[config.mk]
export PLATFORM = sky130hd
export DESIGN_NAME = logic_bist_engine
export DESIGN_NICKNAME = d
export VERILOG_FILES = /design/src/rtl/logic_bist_engine.sv
export SDC_FILE = /design/constraint.sdc
export NUM_CORES = 1
export LEC_CHECK = 0
export BUFFER_PORTS_ARGS = -buffer_cell sky130_fd_sc_hd__clkbuf_2
export CORE_AREA = 2 2 82 84
export CTS_BUF_LIST = sky130_fd_sc_hd__clkbuf_4 sky130_fd_sc_hd__clkbuf_8
export CTS_CLUSTER_SIZE = 24
export DETAILED_ROUTE_END_ITERATION = 7
export DIE_AREA = 0 0 84 86
export HOLD_SLACK_MARGIN = 0.08
export PLACE_DENSITY = 0.74
export REMOVE_ABC_BUFFERS = 1
export SKIP_LAST_GASP = 1
export SLEW_MARGIN = 15
export SYNTH_ARGS = -nofsm -noshare
export SYNTH_HDL_FRONTEND = slang
export SYNTH_SLANG_ARGS = --single-unit
[constraint.sdc]
create_clock -name clk -period 2 [get_ports clk]
set_input_delay 0.6 -clock clk [delete_from_list [all_inputs] [get_ports clk]]
set_output_delay 0.6 -clock clk [all_outputs]
set_load 0.01 [all_outputs]
[src/rtl/logic_bist_engine.sv]
// logic_bist_engine: BIST engine for the 16-bit bitwise logic unit.
// Two Fibonacci LFSRs generate operand pairs, a MISR compresses the returned
// results, and the final signature is compared against a golden value.
// Optional feature macro: LOGIC_BIST_ABORT_EN adds an `abort` input that
// cancels a run in progress and returns the engine to IDLE.
module logic_bist_engine #(
  parameter int unsigned WIDTH    = 16,
  parameter int unsigned PATTERNS = 64,
  parameter logic [15:0] SEED_A   = 16'hACE1,
  parameter logic [15:0] SEED_B   = 16'h1D0F
) (
  input  logic             clk,
  input  logic             rst_n,
  input  logic             start,
`ifdef LOGIC_BIST_ABORT_EN
  input  logic             abort,
`endif
  input  logic [WIDTH-1:0] golden,
  input  logic [WIDTH-1:0] dut_y,
  output logic [WIDTH-1:0] dut_a,
  output logic [WIDTH-1:0] dut_b,
  output logic             busy,
  output logic             done,
  output logic             pass,
  output logic [WIDTH-1:0] signature
);

  typedef enum logic [1:0] {StIdle, StRun, StCompare, StDone} state_e;

  localparam logic [15:0] LastCnt = 16'(PATTERNS - 1);

  // Shared feedback polynomial for both LFSRs and the MISR (taps 15,13,12,10).
  function automatic logic [15:0] lfsr_next(input logic [15:0] x);
    return {x[14:0], x[15] ^ x[13] ^ x[12] ^ x[10]};
  endfunction

  state_e      state_q, state_d;
  logic [15:0] a_q, a_d;
  logic [15:0] b_q, b_d;
  logic [15:0] misr_q, misr_d;
  logic [15:0] cnt_q, cnt_d;
  logic        busy_q, busy_d;
  logic        done_q, done_d;
  logic        pass_q, pass_d;
  logic        abort_req;

`ifdef LOGIC_BIST_ABORT_EN
  assign abort_req = abort;
`else
  assign abort_req = 1'b0;
`endif

  // Next-state and registered-output computation for the run sequencer.
  always_comb begin
    state_d = state_q;
    a_d     = a_q;
    b_d     = b_q;
    misr_d  = misr_q;
    cnt_d   = cnt_q;
    busy_d  = busy_q;
    done_d  = done_q;
    pass_d  = pass_q;
    unique case (state_q)
      StIdle, StDone: begin
        if (start) begin
          state_d = StRun;
          a_d     = SEED_A;
          b_d     = SEED_B;
          misr_d  = '0;
          cnt_d   = '0;
          busy_d  = 1'b1;
          done_d  = 1'b0;
          pass_d  = 1'b0;
        end
      end
      StRun: begin
        if (abort_req) begin
          // Partial signature and operands are kept for debug visibility.
          state_d = StIdle;
          busy_d  = 1'b0;
          done_d  = 1'b0;
          pass_d  = 1'b0;
        end else begin
          misr_d = lfsr_next(misr_q) ^ dut_y[15:0];
          a_d    = lfsr_next(a_q);
          b_d    = lfsr_next(b_q);
          cnt_d  = cnt_q + 16'd1;
          if (cnt_q == LastCnt) begin
            state_d = StCompare;
          end
        end
      end
      StCompare: begin
        busy_d  = 1'b0;
        if (abort_req) begin
          state_d = StIdle;
          done_d  = 1'b0;
          pass_d  = 1'b0;
        end else begin
          state_d = StDone;
          done_d  = 1'b1;
          pass_d  = (misr_q == golden[15:0]);
        end
      end
      default: state_d = StIdle;
    endcase
  end

  // State register with synchronous active-low reset.
  always_ff @(posedge clk) begin
    if (!rst_n) begin
      state_q <= StIdle;
      a_q     <= '0;
      b_q     <= '0;
      misr_q  <= '0;
      cnt_q   <= '0;
      busy_q  <= 1'b0;
      done_q  <= 1'b0;
      pass_q  <= 1'b0;
    end else begin
      state_q <= state_d;
      a_q     <= a_d;
      b_q     <= b_d;
      misr_q  <= misr_d;
      cnt_q   <= cnt_d;
      busy_q  <= busy_d;
      done_q  <= done_d;
      pass_q  <= pass_d;
    end
  end

  assign dut_a     = a_q;
  assign dut_b     = b_q;
  assign signature = misr_q;
  assign busy      = busy_q;
  assign done      = done_q;
  assign pass      = pass_q;

endmodule

======== Yosys cells after proc, flatten, opt, wreduce, memory -nomap -nowiden ========
Cells that the tools add are included.
operators by class
  add/sub/neg operators ................... 1
  eq/ne operators ......................... 7
  muxes and demuxes ....................... 15
  bitwise gates (word level) .............. 11
  reduce and logical (&&, ||, !) cells .... 6
operator list
  kind                                                              count
  16-bit one-hot mux with 2 select lines                            4
  16-bit two-way mux                                                3
  16-bit by 1-bit adder with 16-bit output, second input constant   1
  16-bit == test                                                    1
  16-bit by 6-bit == test with 1-bit output, second input constant  1
  16-bit XOR                                                        1
  1-bit XOR                                                         9
  1-bit one-hot mux with 2 select lines                             3
  2-bit one-hot mux with 3 select lines                             1
  2-bit AND reduction                                               3
  2-bit == test, second input constant                              2
  2-bit two-way mux                                                 2
  2-bit != test, second input constant                              2
  2-bit by 1-bit == test with 1-bit output, second input constant   1
  2-bit zero test                                                   1
  1-bit two-way mux                                                 2
  2-bit nonzero test                                                1
  2-bit OR reduction                                                1
  1-bit NOT                                                         1
word-level totals
  register bits ........................... 69
  input port bits ......................... 35
  output and inout port bits .............. 51
  logic and storage cells ................. 48

======== Longest topological paths before layout ========
  word-level depth ........................ 5
  mapped depth ............................ 8
  gate-level depth less buffers ........... 6

======== Least setup slack after synthesis ========
Ideal clock, no wire load.
  path type ............................... reg2reg
  start point ............................. reg state_q[0]
  end point ............................... reg cnt_q[15]
  setup time .............................. 0.070 ns
  data arrival time ....................... 1.965 ns
  data required time ...................... 1.930 ns
  slack ................................... -0.035 ns
  stages on the path, launching flop included .. 7
  path buffers ............................ 0
  period minus slack after synthesis ...... 2.035 ns
  cells stage by stage .................... dfxtp_1 inv_1 ha_1 mux2i_1 or3_4 or4_1 a21oi_1
between the ends
  longest elaborated chain between the ends .. 4
  elaborated cells between the ends (all ways) .. 8
  those cells by class .................... 3 x eq/ne; 1 x mux; 4 x reduce/logical
RTL lines
  item                                                           RTL line  text
  start: declaration                                             37        state_e state_q, state_d;
  start signal: assignment                                       112       state_q <= StIdle;
  start signal: assignment                                       121       state_q <= state_d;
  2-bit == test or 2-bit zero test (tied branches)               63        unique case (state_q)
  2-bit OR reduction                                             63
  2-bit != test (no line) or 2-bit nonzero test (tied branches)  --
  2-bit AND reduction (no line)                                  --
  end signal: assignment                                         125       cnt_q <= cnt_d;
  end: declaration                                               41        logic [15:0] cnt_q, cnt_d;
Several ways; a longest one is shown, not always the timed one.
A chain may end at the register's enable or synchronous reset.

======== Final worst setup path ========
Same ends and word-level chain as after synthesis.

==> flow_summary.ini <==
[synth]
yosysMostFrequentCell = dfxtp_1
yosys_warnings = 0
yosysUniqueCellTypes = 35
syn_area_per_cell_um2 = 9.15
yosysTopAreaCell = dfxtp_1
synth_commonest_cells = dfxtp_1, nor2_1, xor2_1
synth-async-reset-ratio_pct = 0
synthFlopType = dfxtp_1
synthTopCellsByArea = dfxtp_1, xor2_1, a22oi_1, nor2_1, xnor2_1
seq_area_frac_synth_pct = 46.3
ys_ff_latch = 69
synth_area_um2 = 2980
synthCells = 326
synth_edf_count = 0
synth_top_area_share_pct = 46.3

[die]
start_util_pct = 47.5
row_count = 29
core_um2 = 6280
die_w_um = 84
die_area_um2 = 7220
io_pins = 86
fp.dieH_um = 86

[detailed_routing]
ant_nets = 0
viasPerCell = 5.45
drc = 0
drtIter0Drc = 151
dr.pass1.iters = 4
wl_um = 7150
routedWlPerCell_um = 14.5
num_vias = 2700

[grt]
grt_max_degree = 50
overflow = 0
grt.total_usage_pct = 20.6
grt_pass1_wl_um = 12100
grt_pass1_vias = 2607
antenna_found_initial = 0

[worst_setup_path]
cp.required_ns = 2.26
regToRegEndpoint = cnt_q[15]$_SDFFE_PN0P_
critical_path_class = register to register
endpoint_kind = register
crit_path_start_kind = register
cp.arrival_ns = 2.18
ff2ff_path_depth = 6
critical_path_peak_fanout = 4
r2r-start = state_q[0]$_SDFFE_PN0P_
r2r_setup_slack_ns = 0.07

[sta]
min_period_over_period_pct = 96.3
clock.fmax_mhz = 519
slew_viol_final = 0
finalClockSkew_ns = 0.0115
finalSetupViolCount = 0
tightest_slew_ns = 0.489
fin_setup_tns_ns = 0
maxSlewHeadroom_pct = 67.4
fin_crit_ns = 1.93
hold_violations = 0

[clocking]
clockBufferDepth = 2
cts-htree-levels = 3
cts_sinks = 69
clk_pin_slew_ns = 0.07
cts_buffers = 9
cts-root-buf = clkbuf_8
insertion_delay_ns = 0.33
postCtsSetupRepairBufs = 0
cts_tree = built

[outcome]
status = finished, final reports clean

[layout]
nFillCells = 580
syn2layout_area_growth_pct = 28.4
multiInputGateArea_um2 = 1570
final_util_pct = 61.0
register_area_um2 = 1380
n_antenna_cell = 0
drive_gt1_share_pct = 28.9
finalNetCount = 452

[worst_hold_path]
timing.hold.worst.class = register to register
min_from = done$_SDFFE_PN0P_
min_to = done$_SDFFE_PN0P_
min_path_cells = 2

[placement]
dp_hpwl_um = 4930
place_congestion = 0.825
io_buffers = 85

[power_and_ir_drop]
peakVddDrop_v = 0.00104
leakagePower_nw = 1.69
power_density_nw_per_um2 = 1420
total_power_w = 0.00543

[run]
cap_viol_max_count = 0
placed cells by master, fill, tap and decap left out, drive strengths merged, types with 9 or more instances in the layout:
master | netlist | layout
nor2 | 58 | 58
xor2 | 34 | 34
buf | 7 | 9
dfxtp | 69 | 69
xnor2 | 13 | 13
a22oi | 33 | 33
o22ai | 13 | 13
clkbuf | 11 | 94
nand2 | 12 | 12
metal layers:
metal / part of all wire (%) / up-vias / GRT usage, %
met4: 1.2 / 0 / 7.77
met1: 44 / 1311 / 25.9
met3: 3.4 / 8 / 4.62
met5: 0 / - / 0
li1: - / 1326 / -
met2: 51 / 55 / 34.6
per-stage QoR:
step	setup slack, ns	hold WS (ns)	instances	instance area, um^2
3_3_place_gp	-0.0174	0.470	479	3530
5_1_grt	-0.000907	0.507	495	3830
2_1_floorplan	-1.19	0.447	308	2920
3_5_place_dp	-0.0764	0.482	479	3530
4_1_cts	0.0235	0.492	495	3810
6_report	0.0743	0.486	495	3830
sequential cells by signal, indices dropped and copies added (netlist names):
signal / count
busy: 1
cnt_q: 16
done: 1
dut_a: 16
dut_b: 16
pass: 1
signature: 16
state_q: 2
worst max path at each step:
stage / end / startpoint
after floorplan: cnt_q[12]$_SDFFE_PN0P_ / state_q[0]$_SDFFE_PN0P_
after global placement: cnt_q[15]$_SDFFE_PN0P_ / state_q[0]$_SDFFE_PN0P_
after detailed placement: cnt_q[12]$_SDFFE_PN0P_ / state_q[0]$_SDFFE_PN0P_
after CTS: cnt_q[15]$_SDFFE_PN0P_ / state_q[0]$_SDFFE_PN0P_
after global routing: cnt_q[8]$_SDFFE_PN0P_ / state_q[0]$_SDFFE_PN0P_
final: cnt_q[15]$_SDFFE_PN0P_ / state_q[0]$_SDFFE_PN0P_
critical path, stage by stage (launching register included):
cell     delay [ns]
dfxtp_2        0.37
inv_2          0.05
ha_4           0.25
mux2i_4        0.18
or3_4          0.39
or4_4          0.48
a21oi_2        0.13
cell families (layout without fill, tap and decap cells):
| group | Yosys count | count (layout) | share of synthesized area, % |
|---|---|---|---|
| adder cells (fa/ha/maj) | 4 | 4 | 1.68 |
| buffers and inverters | 21 | 113 | 2.68 |
| multiplexers | 7 | 7 | 2.39 |
| AND/OR/NAND/NOR | 111 | 111 | 17.4 |
| XOR/XNOR | 48 | 48 | 14.5 |
| AO/OA/AOI/OAI | 66 | 66 | 15.0 |
| flip-flops | 69 | 69 | 46.3 |
cell type report:
class	instances	share of cell area, %
well taps	77	2.51
multi-input cells	236	40.9
repair buffers	94	13.2
clock inverters	7	3.79
inverters	3	0.294
clock buffers	9	3.23
flip-flops and latches	69	36.1
what timing repair did:
action / 4_1_cts / 5_1_grt
setup endpoints to repair: 11 / 7
hold buffers: 0 / 0
resized for setup: 2 / 5
endpoints found under the hold margin: 0 / 0
cloned: 0 / 0
pin swaps: 0 / 1
power breakdown:
group	switching [W]	internal [W]	leakage, nW
combinational	0.00111	0.000857	0.993
sequential	0.000299	0.00167	0.563
clock	0.000541	0.000961	0.130
Note: power is estimated with default switching activity, not from simulation.
